**src/rtl/bill_change_unit_pkg.sv**
```systemverilog
// bill_change_unit_pkg: shared widths, denomination table and FSM encoding
package bill_change_unit_pkg;
  localparam int W = 13;
  localparam int NDEN = 9;
  localparam logic [W-1:0] DEN [NDEN] = '{13'd500, 13'd200, 13'd100, 13'd50, 13'd20, 13'd10, 13'd5, 13'd2, 13'd1};
  typedef enum logic [1:0] {IDLE = 2'd0, CHECK = 2'd1, DISPENSE = 2'd2, FINISH = 2'd3} state_t;
endpackage

```
**src/rtl/bill_change_unit_subtractor_13bit.sv**
```systemverilog
// subtractor_13bit: a - b as a + ~b + 1 over a ripple of full adders; borrow = no carry out
module subtractor_13bit #(
  parameter int W = 13
) (
  input  logic [W-1:0] a_i,
  input  logic [W-1:0] b_i,
  output logic [W-1:0] diff_o,
  output logic         borrow_o
);
  logic [W:0]   c;
  logic [W-1:0] nb;
  assign c[0] = 1'b1;
  assign nb = ~b_i;
  for (genvar i = 0; i < W; i++) begin : g_fa
    assign diff_o[i] = a_i[i] ^ nb[i] ^ c[i];
    assign c[i+1] = (a_i[i] & nb[i]) | (c[i] & (a_i[i] ^ nb[i]));
  end
  assign borrow_o = ~c[W];
endmodule

```
**src/rtl/bill_change_unit.sv**
```systemverilog
// bill_change_unit: computes change = paid - bill and dispenses it as notes, greedy largest-first
module bill_change_unit
  import bill_change_unit_pkg::*;
(
  input  logic         clk,
  input  logic         rst,
  input  logic         start,
  input  logic [W-1:0] bill,
  input  logic [W-1:0] paid,
  output logic         busy,
  output logic         done,
  output logic         insufficient,
  output logic [W-1:0] change,
  output logic         note_valid,
  output logic [3:0]   note_denom,
  input  logic         note_ready
);
  state_t       state_q, state_d;
  logic [W-1:0] bill_q, bill_d, paid_q, paid_d, rem_q, rem_d, chg_q, chg_d;
  logic [3:0]   idx_q, idx_d;
  logic         ins_q, ins_d;
  logic [W-1:0] chk_diff, den_diff;
  logic         chk_borrow, den_borrow;
  subtractor_13bit #(.W(W)) u_chk (.a_i(paid_q), .b_i(bill_q), .diff_o(chk_diff), .borrow_o(chk_borrow));
  subtractor_13bit #(.W(W)) u_den (.a_i(rem_q), .b_i(DEN[idx_q]), .diff_o(den_diff), .borrow_o(den_borrow));
  always_ff @(posedge clk or posedge rst) begin
    if (rst) begin
      state_q <= IDLE;
      bill_q  <= '0;
      paid_q  <= '0;
      rem_q   <= '0;
      chg_q   <= '0;
      idx_q   <= '0;
      ins_q   <= 1'b0;
    end else begin
      state_q <= state_d;
      bill_q  <= bill_d;
      paid_q  <= paid_d;
      rem_q   <= rem_d;
      chg_q   <= chg_d;
      idx_q   <= idx_d;
      ins_q   <= ins_d;
    end
  end
  always_comb begin
    state_d    = state_q;
    bill_d     = bill_q;
    paid_d     = paid_q;
    rem_d      = rem_q;
    chg_d      = chg_q;
    idx_d      = idx_q;
    ins_d      = ins_q;
    note_valid = 1'b0;
    case (state_q)
      IDLE: if (start) begin
        bill_d  = bill;
        paid_d  = paid;
        ins_d   = 1'b0;
        chg_d   = '0;
        state_d = CHECK;
      end
      CHECK: begin
        ins_d   = chk_borrow;
        chg_d   = chk_borrow ? '0 : chk_diff;
        rem_d   = chk_borrow ? rem_q : chk_diff;
        idx_d   = chk_borrow ? idx_q : 4'd0;
        state_d = chk_borrow ? FINISH : DISPENSE;
      end
      DISPENSE: begin
        if (rem_q == '0) state_d = FINISH;
        else if (!den_borrow) begin
          note_valid = 1'b1;
          rem_d = note_ready ? den_diff : rem_q;
        end else idx_d = (idx_q == 4'(NDEN - 1)) ? idx_q : idx_q + 4'd1;
      end
      default: state_d = IDLE;
    endcase
  end
  assign busy         = state_q != IDLE;
  assign done         = state_q == FINISH;
  assign insufficient = ins_q;
  assign change       = chg_q;
  assign note_denom   = note_valid ? idx_q : 4'd0;
endmodule

```
**config.mk**
```make
export PLATFORM = sky130hd
export DESIGN_NAME = bill_change_unit
export DESIGN_NICKNAME = d
export VERILOG_FILES = /design/src/rtl/bill_change_unit_pkg.sv /design/src/rtl/bill_change_unit_subtractor_13bit.sv /design/src/rtl/bill_change_unit.sv
export SDC_FILE = /design/constraint.sdc
export NUM_CORES = 1
export LEC_CHECK = 0
export ABC_AREA = 1
export BUFFER_PORTS_ARGS = -buffer_cell sky130_fd_sc_hd__buf_2
export CORE_MARGIN = 5
export CORE_UTILIZATION = 50
export DETAILED_ROUTE_END_ITERATION = 6
export PLACE_DENSITY_LB_ADDON = 0.15
export RECOVER_POWER = 50
export SLEW_MARGIN = 10
export SYNTH_ARGS = -nofsm -noshare
export SYNTH_HDL_FRONTEND = slang
export SYNTH_SLANG_ARGS = --single-unit
```
**constraint.sdc**
```tcl
create_clock -name clk -period 9.4 [get_ports clk]
set_clock_uncertainty 0.2 [all_clocks]
set_input_delay 1.88 -clock clk [delete_from_list [all_inputs] [get_ports clk]]
set_output_delay 1.88 -clock clk [all_outputs]
set_load 0.01 [all_outputs]
```
==> results.py <==
metrics = {
    "synth": {
        "ys_types": 28,
        "syn_avg_cell_area_um2": 9.33,
        "syn_inst": 372,
        "synthesis.area_um2": 3470,
        "yosys_warnings": 0,
        "ys_seq_elements": 59,
        "synth_nets": 439,
        "synth-seq-area-share_pct": 42.6,
    },
    "global_route": {
        "antenna_found_initial": 0,
        "top_usage_layer": "met2",
        "grt_use_met1_pct": 24.2,
        "grt_util_met2_pct": 28.9,
        "use_met3_pct": 3.78,
        "grtUsageTotal_pct": 18.2,
        "grt-ovfl-total": 0,
        "grt_max_degree": 60,
        "grt_pass1_wl_um": 12400,
        "grt_pass1_vias": 2697,
    },
    "cts": {
        "cts_resized": 0,
        "clk_path_buf_depth": 2,
        "insertion_delay_ps": 340,
        "clk_pin_slew_ps": 70,
        "cts_max_level": 3,
        "cts_sinks": 59,
        "numCtsBuffers": 9,
        "holdBufCountCts": 0,
        "post_cts_buffers": 0,
        "cts_tree": "built",
        "cts-root-buf": "clkbuf_8",
    },
    "worst_setup_path": {
        "cpLargestDelayFamily": "adder cells",
        "endpoint_kind": "primary output",
        "worst-path-max-fanout": 10,
        "crit_arrival_ps": 5910,
        "worst-endpoint-required_ps": 7320,
        "slowest_stage": "dfrtp_1",
        "worstSetupPathType": "flop to primary output",
        "cp_common_cell": "fa_1",
        "path_cells": "inv_1, ha_1, nand2_1, nand2_1, ha_1, fa_1, fa_1, fa_1, fa_1, fa_1, fa_1, fa_1, fa_1, ha_1, ha_1, ha_1, ha_1, inv_1, nand3_1, nor2_1, buf_2",
        "critPathMaxStageDelay_ps": 520,
        "path_buf_inv": 3,
        "critPathLaunchType": "flop",
    },
    "sta": {
        "period_share_pct": 85.1,
        "fin_tns_setup_ps": 0,
        "relSlewSlack_pct": -111,
        "fmax_mhz": 125,
        "setup_viol": 0,
        "slew_viol_final": 113,
        "min_period_ps": 7990,
        "rsz0062_at_grt": "false",
        "worst_slew_pin_slew_ps": 3160,
        "hold_viol_final": 0,
        "fin_ws_ps": 1410,
    },
    "detailed_routing": {
        "drtIter0Drc": 112,
        "vias": 2568,
        "wl_per_cell_um": 14.1,
        "firstDrtPassIters": 4,
        "wirelength_um": 7100,
        "route.detailed.drc": 0,
        "antenna_left": 0,
        "vias_per_cell": 5.10,
    },
    "place": {
        "port_buffers": 50,
        "dpl.hpwl_um": 5200,
        "pre_cts_slack_ps": 1730,
        "gp_congestion": 0.792,
        "place_inst": 488,
    },
    "final_layout": {
        "ff_latch_area_um2": 1480,
        "fin_nets": 486,
        "drive_gt1_share_pct": 20.3,
        "antenna_cells": 0,
        "final_cell_mix": "81 x nand2_1, 59 x dfrtp_1, 43 x nand3_1, 43 x buf_2, 42 x inv_1",
        "postLayoutCoreUtil_pct": 58.3,
        "multi_input_area_um2": 1730,
        "final_common_cell": "nand2_1",
        "fill_cells": 627,
        "area_delta_synth_final_pct": 13.5,
        "fin_cells": 504,
    },
    "die": {
        "pin_count": 51,
        "start_util_pct": 51.4,
        "floorplan.die.width_um": 93.3,
        "core_um2": 6760,
        "rows": 30,
        "fp.dieArea_um2": 8700,
        "die_y_um": 93.3,
    },
    "outcome": {
        "violations": "max-capacitance violations, max-slew violations",
        "status": "finished, violations left",
    },
    "pwr": {
        "p_leak_uw": 0.00206,
        "power_uw": 1520,
        "power_density_nw_per_um2": 387,
        "peakVddDrop_uv": 173,
    },
    "hold_path": {
        "hp-class": "flop to flop",
    },
    "job": {
        "maxCapViolCount": 2,
    },
}
[final cells by class]
class	count	share of cell area (%)
clock buffers	9	3.15
clock inverters	7	2.32
inverters	44	4.26
multi-input cells	254	44.0
flip-flops and latches	59	37.5
well taps	80	2.54
repair buffers	51	6.23
[path summary, 6_finish.rpt]
| path | startpoint | to | slack (ps) | cells past startpoint |
|---|---|---|---|---|
| setup / recovery | idx_q[0] | note_denom[3] | 1410 | 21 |
| hold / removal | rem_q[12] | rem_q[12] | 270 | 2 |
| setup reg to reg | paid_q[0] | rem_q[9] | 3070 | 24 |
| hold reg to reg | rem_q[12] | rem_q[12] | 270 | 2 |
| max in group asynchronous | rst | change[2] | 4660 | 3 |
| min in group asynchronous | rst | rem_q[4] | 2540 | 3 |
[worst min-delay path, cell delays in order, from the launching register on]
cell and delay [ps]:
dfrtp_1 350, nand2_1 50, nand2_1 50
[per-layer routing]
metal	vias to the layer above	part of all wire [%]	wire, µm
li1	1269	-	-
met1	1228	48	3380
met5	-	0	0
met3	12	4.6	323
met2	59	46	3270
met4	0	1.8	129
[kinds of logic (layout without fill, tap and decap cells)]
logic type | count (synthesis) | in the layout | share of synthesized area [%]
compound gates | 34 | 34 | 5.70
fa+ha+maj | 37 | 37 | 17.7
buf+inv | 59 | 111 | 7.54
flops | 59 | 59 | 42.6
mux | 17 | 17 | 5.45
simple gates | 166 | 166 | 21.1
[stage by stage]
step	hold WS (ps)	cell area, µm²
after global placement	257	3740
final	274	3940
after floorplan	242	3470
after CTS	277	3950
after detailed placement	259	3740
after global routing	299	3940
[report_power, final]
part | leakage [µW] | internal, µW | switching, µW
registers | 0.000727 | 373 | 76.3
logic | 0.00122 | 331 | 493
clock network | 0.000109 | 149 | 104
total | 0.00206 | 852 | 673
[sequential cells by signal, summed over array words and instances (netlist names)]
signal / count
bill_q: 13
change: 13
idx_q: 4
insufficient: 1
paid_q: 13
rem_q: 13
state_q: 2
[synthesized netlist by cell type]
cell type	instances	area (µm²)
inv_1	42	158
or2_2	1	6.26
nand2_4	1	11.3
nor2_4	3	33.8
nand4_1	1	6.26
nand2_2	1	6.26
buf_2	6	30.0
ha_1	17	213
inv_2	1	3.75
a31oi_1	1	6.26
a21oi_4	2	32.5
mux2i_1	2	20.0
buf_4	1	7.51
nand3_1	43	215
nand2_1	81	304
mux2_2	15	169
o21ai_2	1	8.76
clkbuf_1	5	18.8
fa_1	20	400
buf_6	2	22.5
buf_8	1	15.0
inv_4	1	6.26
o21ai_0	14	70.1
nand3b_1	1	7.51
nand3_4	1	17.5
nor2_1	33	124
a21oi_1	16	80.1
dfrtp_1	59	1480
(Power assumes the default switching activity.)
